==> config.mk <==
export PLATFORM = sky130hd
export DESIGN_NAME = alu_ram_sequencer_flat
export DESIGN_NICKNAME = d
export VERILOG_FILES = /design/src/rtl/alu_ram_sequencer_if.sv /design/src/rtl/alu_ram_sequencer.sv /design/src/flat_wrapper.sv
export SDC_FILE = /design/constraint.sdc
export NUM_CORES = 1
export LEC_CHECK = 0
export CELL_PAD_IN_SITES_DETAIL_PLACEMENT = 2
export CELL_PAD_IN_SITES_GLOBAL_PLACEMENT = 2
export CORE_MARGIN = 2
export CORE_UTILIZATION = 23
export DETAILED_ROUTE_END_ITERATION = 10
export PLACE_DENSITY = 0.88
export SLEW_MARGIN = 10
export SYNTH_ARGS = -nofsm -noshare
export SYNTH_HDL_FRONTEND = slang
export SYNTH_SLANG_ARGS = --single-unit
==> constraint.sdc <==
create_clock -name clock -period 2.35 [get_ports clock]
set_input_delay 0.235 -clock clock [delete_from_list [all_inputs] [get_ports clock]]
set_output_delay 0.235 -clock clock [all_outputs]
set_load 0.01 [all_outputs]
==> src/rtl/alu_ram_sequencer_if.sv <==
// ---------------------------------------------------------------------------
// alu_ram_sequencer_if
// Purpose : bundles the command, datapath and response signals of the
//           ALU/register-file sequencer.
// Modports:
//   master - the sequencer. It takes in the command fields, the ALU
//            result/flags and rsp_ready. It drives cmd_ready, the register
//            file and ALU controls, the response fields and busy.
//   slave  - the host and datapath side. Its directions are the mirror
//            image of master.
// ---------------------------------------------------------------------------
interface alu_ram_sequencer_if;
  // command channel
  logic       cmd_valid;
  logic       cmd_ready;
  logic       cmd_load;
  logic [2:0] cmd_op;
  logic [3:0] cmd_src0;
  logic [3:0] cmd_src1;
  logic [3:0] cmd_dst;
  logic [7:0] cmd_imm;
  // register file / ALU controls
  logic [7:0] dp_data;
  logic       dp_write_enable;
  logic [3:0] dp_addr_write;
  logic [3:0] dp_addr0;
  logic [3:0] dp_addr1;
  logic [2:0] dp_select;
  logic [7:0] dp_result;
  logic       dp_zero_flag;
  logic       dp_carry_flag;
  // response channel
  logic       rsp_valid;
  logic       rsp_ready;
  logic [7:0] rsp_result;
  logic       rsp_zero;
  logic       rsp_carry;
  logic       rsp_error;
  logic       busy;

  modport master (
    input  cmd_valid, cmd_load, cmd_op, cmd_src0, cmd_src1, cmd_dst, cmd_imm,
    input  dp_result, dp_zero_flag, dp_carry_flag, rsp_ready,
    output cmd_ready, dp_data, dp_write_enable, dp_addr_write, dp_addr0,
    output dp_addr1, dp_select, rsp_valid, rsp_result, rsp_zero, rsp_carry,
    output rsp_error, busy
  );

  modport slave (
    output cmd_valid, cmd_load, cmd_op, cmd_src0, cmd_src1, cmd_dst, cmd_imm,
    output dp_result, dp_zero_flag, dp_carry_flag, rsp_ready,
    input  cmd_ready, dp_data, dp_write_enable, dp_addr_write, dp_addr0,
    input  dp_addr1, dp_select, rsp_valid, rsp_result, rsp_zero, rsp_carry,
    input  rsp_error, busy
  );
endinterface

==> src/rtl/alu_ram_sequencer.sv <==
// ---------------------------------------------------------------------------
// alu_ram_sequencer
// Purpose : accepts one command at a time. A command is either an immediate
//           load into the register file or an ALU operation on two registers
//           that is written back to a third register. The sequencer steps an
//           external register file and ALU through the command, then returns
//           a response.
// Ports   :
//   clock   - rising-edge clock
//   reset_n - synchronous active-low reset
//   bus     - alu_ram_sequencer_if.master. It carries:
//             - the cmd_* handshake and fields;
//             - the dp_* register file and ALU controls, plus the ALU result
//               and flags;
//             - the rsp_* handshake, result and flags;
//             - busy.
// ---------------------------------------------------------------------------
module alu_ram_sequencer (
  input  logic                 clock,
  input  logic                 reset_n,
  alu_ram_sequencer_if.master  bus
);

  typedef enum logic [2:0] {
    IDLE  = 3'd0,
    LOAD  = 3'd1,
    READ  = 3'd2,
    EXEC  = 3'd3,
    WRITE = 3'd4,
    RESP  = 3'd5
  } state_t;

  state_t     state_reg, state_next;

  logic [7:0] data_reg;
  logic [3:0] addr_write_reg;
  logic [3:0] addr0_reg;
  logic [3:0] addr1_reg;
  logic [2:0] select_reg;
  logic [7:0] result_reg;
  logic       zero_reg;
  logic       carry_reg;
  logic       error_reg;

  logic       accept;
  logic       op_legal;

  assign accept   = (state_reg == IDLE) && bus.cmd_valid;
  assign op_legal = (bus.cmd_op <= 3'd4);

  // Next state plus the outputs decoded straight from the state.
  always_comb begin
    state_next          = state_reg;
    bus.cmd_ready       = 1'b0;
    bus.busy            = 1'b1;
    bus.dp_write_enable = 1'b0;
    bus.rsp_valid       = 1'b0;
    case (state_reg)
      IDLE: begin
        bus.cmd_ready = 1'b1;
        bus.busy      = 1'b0;
        if (bus.cmd_valid) begin
          if (bus.cmd_load)  state_next = LOAD;
          else if (op_legal) state_next = READ;
          else               state_next = RESP;
        end
      end
      LOAD: begin
        bus.dp_write_enable = 1'b1;
        state_next          = RESP;
      end
      READ:  state_next = EXEC;
      EXEC:  state_next = WRITE;
      WRITE: begin
        bus.dp_write_enable = 1'b1;
        state_next          = RESP;
      end
      RESP: begin
        bus.rsp_valid = 1'b1;
        if (bus.rsp_ready) state_next = IDLE;
      end
      default: state_next = IDLE;
    endcase
  end

  always_ff @(posedge clock) begin
    if (!reset_n) begin
      state_reg      <= IDLE;
      data_reg       <= 8'd0;
      addr_write_reg <= 4'd0;
      addr0_reg      <= 4'd0;
      addr1_reg      <= 4'd0;
      select_reg     <= 3'd0;
      result_reg     <= 8'd0;
      zero_reg       <= 1'b0;
      carry_reg      <= 1'b0;
      error_reg      <= 1'b0;
    end else begin
      state_reg <= state_next;
      if (accept) begin
        if (bus.cmd_load) begin
          // The load response is known at accept time. The write data is
          // presented during LOAD.
          addr_write_reg <= bus.cmd_dst;
          data_reg       <= bus.cmd_imm;
          result_reg     <= bus.cmd_imm;
          zero_reg       <= (bus.cmd_imm == 8'd0);
          carry_reg      <= 1'b0;
          error_reg      <= 1'b0;
        end else if (op_legal) begin
          // The read addresses are loaded here so they are already valid in
          // READ. They then hold until the next ALU command.
          addr_write_reg <= bus.cmd_dst;
          addr0_reg      <= bus.cmd_src0;
          addr1_reg      <= bus.cmd_src1;
          select_reg     <= bus.cmd_op;
          error_reg      <= 1'b0;
        end else begin
          result_reg <= 8'd0;
          zero_reg   <= 1'b0;
          carry_reg  <= 1'b0;
          error_reg  <= 1'b1;
        end
      end
      // The operands were read in READ/EXEC, before the write-back in WRITE.
      // So dst may alias a source register.
      if (state_reg == EXEC) begin
        data_reg   <= bus.dp_result;
        result_reg <= bus.dp_result;
        zero_reg   <= bus.dp_zero_flag;
        carry_reg  <= bus.dp_carry_flag;
      end
    end
  end

  assign bus.dp_data       = data_reg;
  assign bus.dp_addr_write = addr_write_reg;
  assign bus.dp_addr0      = addr0_reg;
  assign bus.dp_addr1      = addr1_reg;
  assign bus.dp_select     = select_reg;
  assign bus.rsp_result    = result_reg;
  assign bus.rsp_zero      = zero_reg;
  assign bus.rsp_carry     = carry_reg;
  assign bus.rsp_error     = error_reg;

endmodule

==> src/flat_wrapper.sv <==
// flat-port wrapper written by rule: the top's interface ports become plain ports
module alu_ram_sequencer_flat 
  (clock, reset_n, bus_cmd_valid, bus_cmd_load, bus_cmd_op, bus_cmd_src0, bus_cmd_src1, bus_cmd_dst, bus_cmd_imm, bus_dp_result, bus_dp_zero_flag, bus_dp_carry_flag, bus_rsp_ready, bus_cmd_ready, bus_dp_data, bus_dp_write_enable, bus_dp_addr_write, bus_dp_addr0, bus_dp_addr1, bus_dp_select, bus_rsp_valid, bus_rsp_result, bus_rsp_zero, bus_rsp_carry, bus_rsp_error, bus_busy);
  alu_ram_sequencer_if bus_i ();
  input  logic clock;
  input  logic reset_n;
  input wire logic [$bits(bus_i.cmd_valid)-1:0] bus_cmd_valid;
  input wire logic [$bits(bus_i.cmd_load)-1:0] bus_cmd_load;
  input wire logic [$bits(bus_i.cmd_op)-1:0] bus_cmd_op;
  input wire logic [$bits(bus_i.cmd_src0)-1:0] bus_cmd_src0;
  input wire logic [$bits(bus_i.cmd_src1)-1:0] bus_cmd_src1;
  input wire logic [$bits(bus_i.cmd_dst)-1:0] bus_cmd_dst;
  input wire logic [$bits(bus_i.cmd_imm)-1:0] bus_cmd_imm;
  input wire logic [$bits(bus_i.dp_result)-1:0] bus_dp_result;
  input wire logic [$bits(bus_i.dp_zero_flag)-1:0] bus_dp_zero_flag;
  input wire logic [$bits(bus_i.dp_carry_flag)-1:0] bus_dp_carry_flag;
  input wire logic [$bits(bus_i.rsp_ready)-1:0] bus_rsp_ready;
  output wire logic [$bits(bus_i.cmd_ready)-1:0] bus_cmd_ready;
  output wire logic [$bits(bus_i.dp_data)-1:0] bus_dp_data;
  output wire logic [$bits(bus_i.dp_write_enable)-1:0] bus_dp_write_enable;
  output wire logic [$bits(bus_i.dp_addr_write)-1:0] bus_dp_addr_write;
  output wire logic [$bits(bus_i.dp_addr0)-1:0] bus_dp_addr0;
  output wire logic [$bits(bus_i.dp_addr1)-1:0] bus_dp_addr1;
  output wire logic [$bits(bus_i.dp_select)-1:0] bus_dp_select;
  output wire logic [$bits(bus_i.rsp_valid)-1:0] bus_rsp_valid;
  output wire logic [$bits(bus_i.rsp_result)-1:0] bus_rsp_result;
  output wire logic [$bits(bus_i.rsp_zero)-1:0] bus_rsp_zero;
  output wire logic [$bits(bus_i.rsp_carry)-1:0] bus_rsp_carry;
  output wire logic [$bits(bus_i.rsp_error)-1:0] bus_rsp_error;
  output wire logic [$bits(bus_i.busy)-1:0] bus_busy;
  assign bus_i.cmd_valid = bus_cmd_valid;
  assign bus_i.cmd_load = bus_cmd_load;
  assign bus_i.cmd_op = bus_cmd_op;
  assign bus_i.cmd_src0 = bus_cmd_src0;
  assign bus_i.cmd_src1 = bus_cmd_src1;
  assign bus_i.cmd_dst = bus_cmd_dst;
  assign bus_i.cmd_imm = bus_cmd_imm;
  assign bus_i.dp_result = bus_dp_result;
  assign bus_i.dp_zero_flag = bus_dp_zero_flag;
  assign bus_i.dp_carry_flag = bus_dp_carry_flag;
  assign bus_i.rsp_ready = bus_rsp_ready;
  assign bus_cmd_ready = bus_i.cmd_ready;
  assign bus_dp_data = bus_i.dp_data;
  assign bus_dp_write_enable = bus_i.dp_write_enable;
  assign bus_dp_addr_write = bus_i.dp_addr_write;
  assign bus_dp_addr0 = bus_i.dp_addr0;
  assign bus_dp_addr1 = bus_i.dp_addr1;
  assign bus_dp_select = bus_i.dp_select;
  assign bus_rsp_valid = bus_i.rsp_valid;
  assign bus_rsp_result = bus_i.rsp_result;
  assign bus_rsp_zero = bus_i.rsp_zero;
  assign bus_rsp_carry = bus_i.rsp_carry;
  assign bus_rsp_error = bus_i.rsp_error;
  assign bus_busy = bus_i.busy;
  alu_ram_sequencer u_core (.clock(clock), .reset_n(reset_n), .bus(bus_i));
endmodule
======== Yosys cells after proc, flatten, opt, wreduce, memory -nomap -nowiden ========
Index checks and enable logic that the tools add are counted.
word-level totals
  output and inout bits ................... 38
  bits of input ports ..................... 38
  bits in registers ....................... 37
  word-level logic and storage cells ...... 59
operators by class
  order comparisons ....................... 1
  multiplexer cells ....................... 27
  reductions and logical operators ........ 12
  bitwise logic cells ..................... 1
  eq/ne operators ......................... 8
operator list
  operator              count
  $mux W8               7
  $pmux W3 S5           1
  $mux W1               13
  $mux W3               4
  $logic_not A8 Y1      1
  $mux W4               2
  $reduce_and A2 Y1     4
  $eq A3 B2 Y1 const B  2
  $eq A3 B3 Y1 const B  2
  $reduce_bool A2 Y1    3
  $ne A2 B2 Y1 const B  2
  $eq A3 B1 Y1 const B  1
  $le A3 B3 Y1 const B  1
  $logic_not A3 Y1      1
  $ne A3 B3 Y1 const B  1
  $reduce_and A3 Y1     1
  $reduce_or A2 Y1      1
  $logic_and A1 B1 Y1   1
  $not A1 Y1            1

======== Logic depth before layout (Yosys ltp) ========
  depth after elaboration ................. 5
  depth in mapped cells ................... 6
  mapped depth without buffers ............ 4

======== Worst setup path before layout ========
No wires, ideal clock.
  path kind ............................... flip-flop to flip-flop
  from .................................... register u_core.state_reg[1]
  to ...................................... register u_core.addr0_reg[1], in the netlist u_core.bus.dp_addr0[1]
  arrival time ............................ 1.550 ns
  setup slack ............................. 0.684 ns
  required time ........................... 2.234 ns
  period minus slack after synthesis ...... 1.666 ns
  library setup time ...................... 0.116 ns
  buffers on the path ..................... 2
  stages on the path, launching flop included .. 7
  path through ............................ dfxtp_1 buf_6 or4b_4 nor3_4 buf_6 mux2i_1 nor2b_1
between the ends
  word-level cells in the longest chain between the ends .. 3
RTL lines
  item                         RTL line                  source
  start: declaration           alu_ram_sequencer.sv:33   state_t state_reg, state_next;
  start signal: assignment     alu_ram_sequencer.sv:99   state_reg <= state_next;
  $logic_not A3 Y1             alu_ram_sequencer.sv:48   assign accept = (state_reg == IDLE) && bus.cmd_valid;
  $logic_and A1 B1 Y1          alu_ram_sequencer.sv:48
  $reduce_and A3 Y1 (no line)  --
  end signal: assignment       alu_ram_sequencer.sv:114  addr0_reg <= bus.cmd_src0;
  end: declaration             alu_ram_sequencer.sv:37   logic [3:0] addr0_reg;
No other way between the ends.
A chain may end at the register's enable or synchronous reset.

======== Final worst setup path ========
  from .................................... register u_core.state_reg[0]
  to ...................................... output port bus_cmd_ready
between the ends
  word-level cells in the longest chain between the ends .. 2
RTL lines
  item              RTL line                 source
  $logic_not A3 Y1  alu_ram_sequencer.sv:58  case (state_reg)
  $mux W1           alu_ram_sequencer.sv:58
  end: declaration  flat_wrapper.sv:18       output wire logic [$bits(bus_i.cmd_ready)-1:0] bus_cmd_ready;
No other way between the ends.

==> metrics.cfg <==
[setup_path]
arrival_ps=1700
r2r_slack_ps=490
worstReg2RegEnd=u_core.bus.dp_addr0[1]
path_cells=nor3_1 -> clkdlybuf4s50_1
r2r_start=u_core.state_reg[0]
crit_path_end=bus_cmd_ready
slowest_delay_ps=620
end_kind=primary output
critPathLaunchType=flip-flop
worst-path-buf-inv=1
critPathLaunch=u_core.state_reg[0]
worst_r2r_path_depth=5
path_max_fanout=11
cp_top_family=buffers and inverters
critPathKind=reg2out
cp_slowest_cell=clkdlybuf4s50_1
path_depth=2
required_ps=2120

[yosys]
synth_top_family_by_area=simple AND/OR/NAND/NOR gates
synth_cell_types=31
synth_area_mm2=0.001647
postSynthAreaPerCell_um2=8.998
synth_xor_area_frac=0.005319
synth_fp_nets=221
synth_mux_area_frac=0.09119
synth_compound_area_frac=0.1695
syn_inst=183
yosys_warnings=0
seq_area_frac_synth=0.4498
synthAdderAreaFrac=0
ys_ff_latch=37
synthSimpleGateAreaFrac=0.2363

[grt]
grt_max_degree=20
grt_pass1_wl_um=8845
grt_pass1_vias=1735
grt_usage=0.1489
grt_overflow=0
antenna_found_initial=0

[pwr]
peakVddDrop_mv=0.2655
p_leak_nw=0.9436
p_total_mw=1.622
power.density_mw_per_mm2=619.4

[clock_network]
tritoncts=yes
cts_max_level=2
clkLatencyLatePin_ps=290
cts-resized-gates=0
ctsHoldBuffers=0
clkSlewWorstSetupHoldPaths_ps=80
numCtsBuffers=5
cts_setup_buffers=0
cts_sinks=37
clock_path_buffers=2
cts_root_buf=clkbuf_8

[routing]
wl_per_cell_um=15.58
drt_first_pass_iters=4
postRouteAntennaNets=0
drt_iter0_markers=37
drc_errors=0
routed_wl_um=5545
vias=1594
viasPerCell=4.478

[timing]
setup_viol=0
finalHoldViolations=0
worstMarginPinSlew_ps=537.5
setup_ws_ps=410.0
max_slew_margin=0.6408
rsz0062_at_grt=false
slew_violations=0
timing.final.crit_share=0.8255
fin_tns_setup_ps=0
max_freq_ghz=0.5155
fin_crit_ps=1940
skew_ps=7.970

[cells_and_area]
drive_gt1_frac=0.06923
num-fill-cells=758
final_common_cell=clkdlybuf4s50_1
final-instance-count-excl-fill=356
multi_input_area_um2=827.0
num_antenna_cells=0
most-common-layout-cells=clkdlybuf4s50_1 (75), dfxtp_1 (37), nand2_1 (32)
nNetsFinal=297
regArea_um2=740.7
syn_to_final_growth_pct=59.04

[place]
dpl_worst_slack_ps=235.7
dpl.hpwl_um=4143
place_congestion=0.7365
port_buffers=75
dp.cells=348

[floorplan]
io_pins=76
dieArea_mm2=0.007852
die_w_um=88.61
rows=30
core_mm2=0.006869
start_util=0.2397
die_h_um=88.61

[worst_hold_path]
hold_path_class=reg2reg

[job]
maxCapViolations=0

[status]
status=complete, no violations

worst min-delay path by stage:
stage / startpoint / end / slack, ps / depth (start not counted)
3_3_place_gp: u_core.bus.dp_data[4] / u_core.bus.dp_data[4] / 460 / 2
5_1_grt: u_core.bus.rsp_result[2] / u_core.bus.rsp_result[2] / 520 / 2
3_5_place_dp: u_core.bus.dp_data[7] / u_core.bus.dp_data[7] / 470 / 2
6_report: u_core.bus.dp_data[2] / u_core.bus.dp_data[2] / 480 / 2
4_1_cts: u_core.bus.dp_data[2] / u_core.bus.dp_data[2] / 480 / 2
2_1_floorplan: bus_cmd_valid / u_core.state_reg[2] / 370 / 2
area by class of cell:
| cell class | instances | area share |
|---|---|---|
| clock buffer | 7 | 0.03297 |
| inverter | 3 | 0.004300 |
| timing repair buffer | 82 | 0.3067 |
| sequential | 37 | 0.2828 |
| clock inverter | 1 | 0.01147 |
| tap | 96 | 0.04587 |
| multi-input combinational | 130 | 0.3158 |
through the flow:
step	hold WS [ps]	cell area [um^2]	util
global placement	456.2	2502	0.3643
CTS	481.9	2619	0.3812
finish	476.1	2619	0.3812
detailed placement	466.3	2502	0.3643
floorplan	374.6	1647	-
global route	518.6	2619	0.3812
Yosys cell counts, drive strengths merged:
| cell type | count | area (um^2) |
|---|---|---|
| a21boi | 18 | 135.1 |
| a21o | 8 | 60.06 |
| a21oi | 4 | 23.77 |
| a221oi | 1 | 8.760 |
| and2 | 2 | 12.51 |
| and3 | 1 | 6.260 |
| and3b | 1 | 8.760 |
| buf | 5 | 37.53 |
| clkbuf | 8 | 30.03 |
| dfxtp | 37 | 740.7 |
| inv | 3 | 11.26 |
| mux2i | 15 | 150.1 |
| nand2 | 32 | 120.1 |
| nand3 | 10 | 50.05 |
| nand3b | 1 | 7.510 |
| nor2 | 7 | 26.28 |
| nor2b | 15 | 93.84 |
| nor3 | 2 | 21.27 |
| nor4 | 1 | 6.260 |
| nor4b | 1 | 15.01 |
| o21a | 1 | 7.510 |
| o21ai | 5 | 25.02 |
| o221ai | 1 | 8.760 |
| o311a | 1 | 10.01 |
| or4 | 1 | 7.510 |
| or4b | 1 | 13.76 |
| xnor2 | 1 | 8.760 |
cell families after synthesis:
kind of cell	after synthesis
xor+xnor	1
compound gates	39
buf+inv	16
simple gates	75
mux	15
flops	37
per-layer routing:
| layer | track usage | vias to the layer above | part of all wire | routed length, um |
|---|---|---|---|---|
| met1 | 0.1719 | 776 | 0.42 | 2313 |
| li1 | - | 772 | - | - |
| met5 | 0 | - | 0 | 0 |
| met3 | 0.03918 | 5 | 0.051 | 281 |
| met4 | 0.03719 | 0 | 0.0085 | 47 |
| met2 | 0.2727 | 41 | 0.52 | 2903 |
power breakdown:
part / switching (mW) / internal (mW)
clock network: 0.233 / 0.346
logic: 0.144 / 0.200
registers: 0.0354 / 0.664
total: 0.412 / 1.21
tightest hold or removal path, delay by kind of cell (launching register included):
family,cells,cell delay [ps]
DFF,1,320
AOI/OAI and AO/OA,1,70
and+or+nand+nor,1,50
No activity file was read; power rests on OpenSTA's default activity.
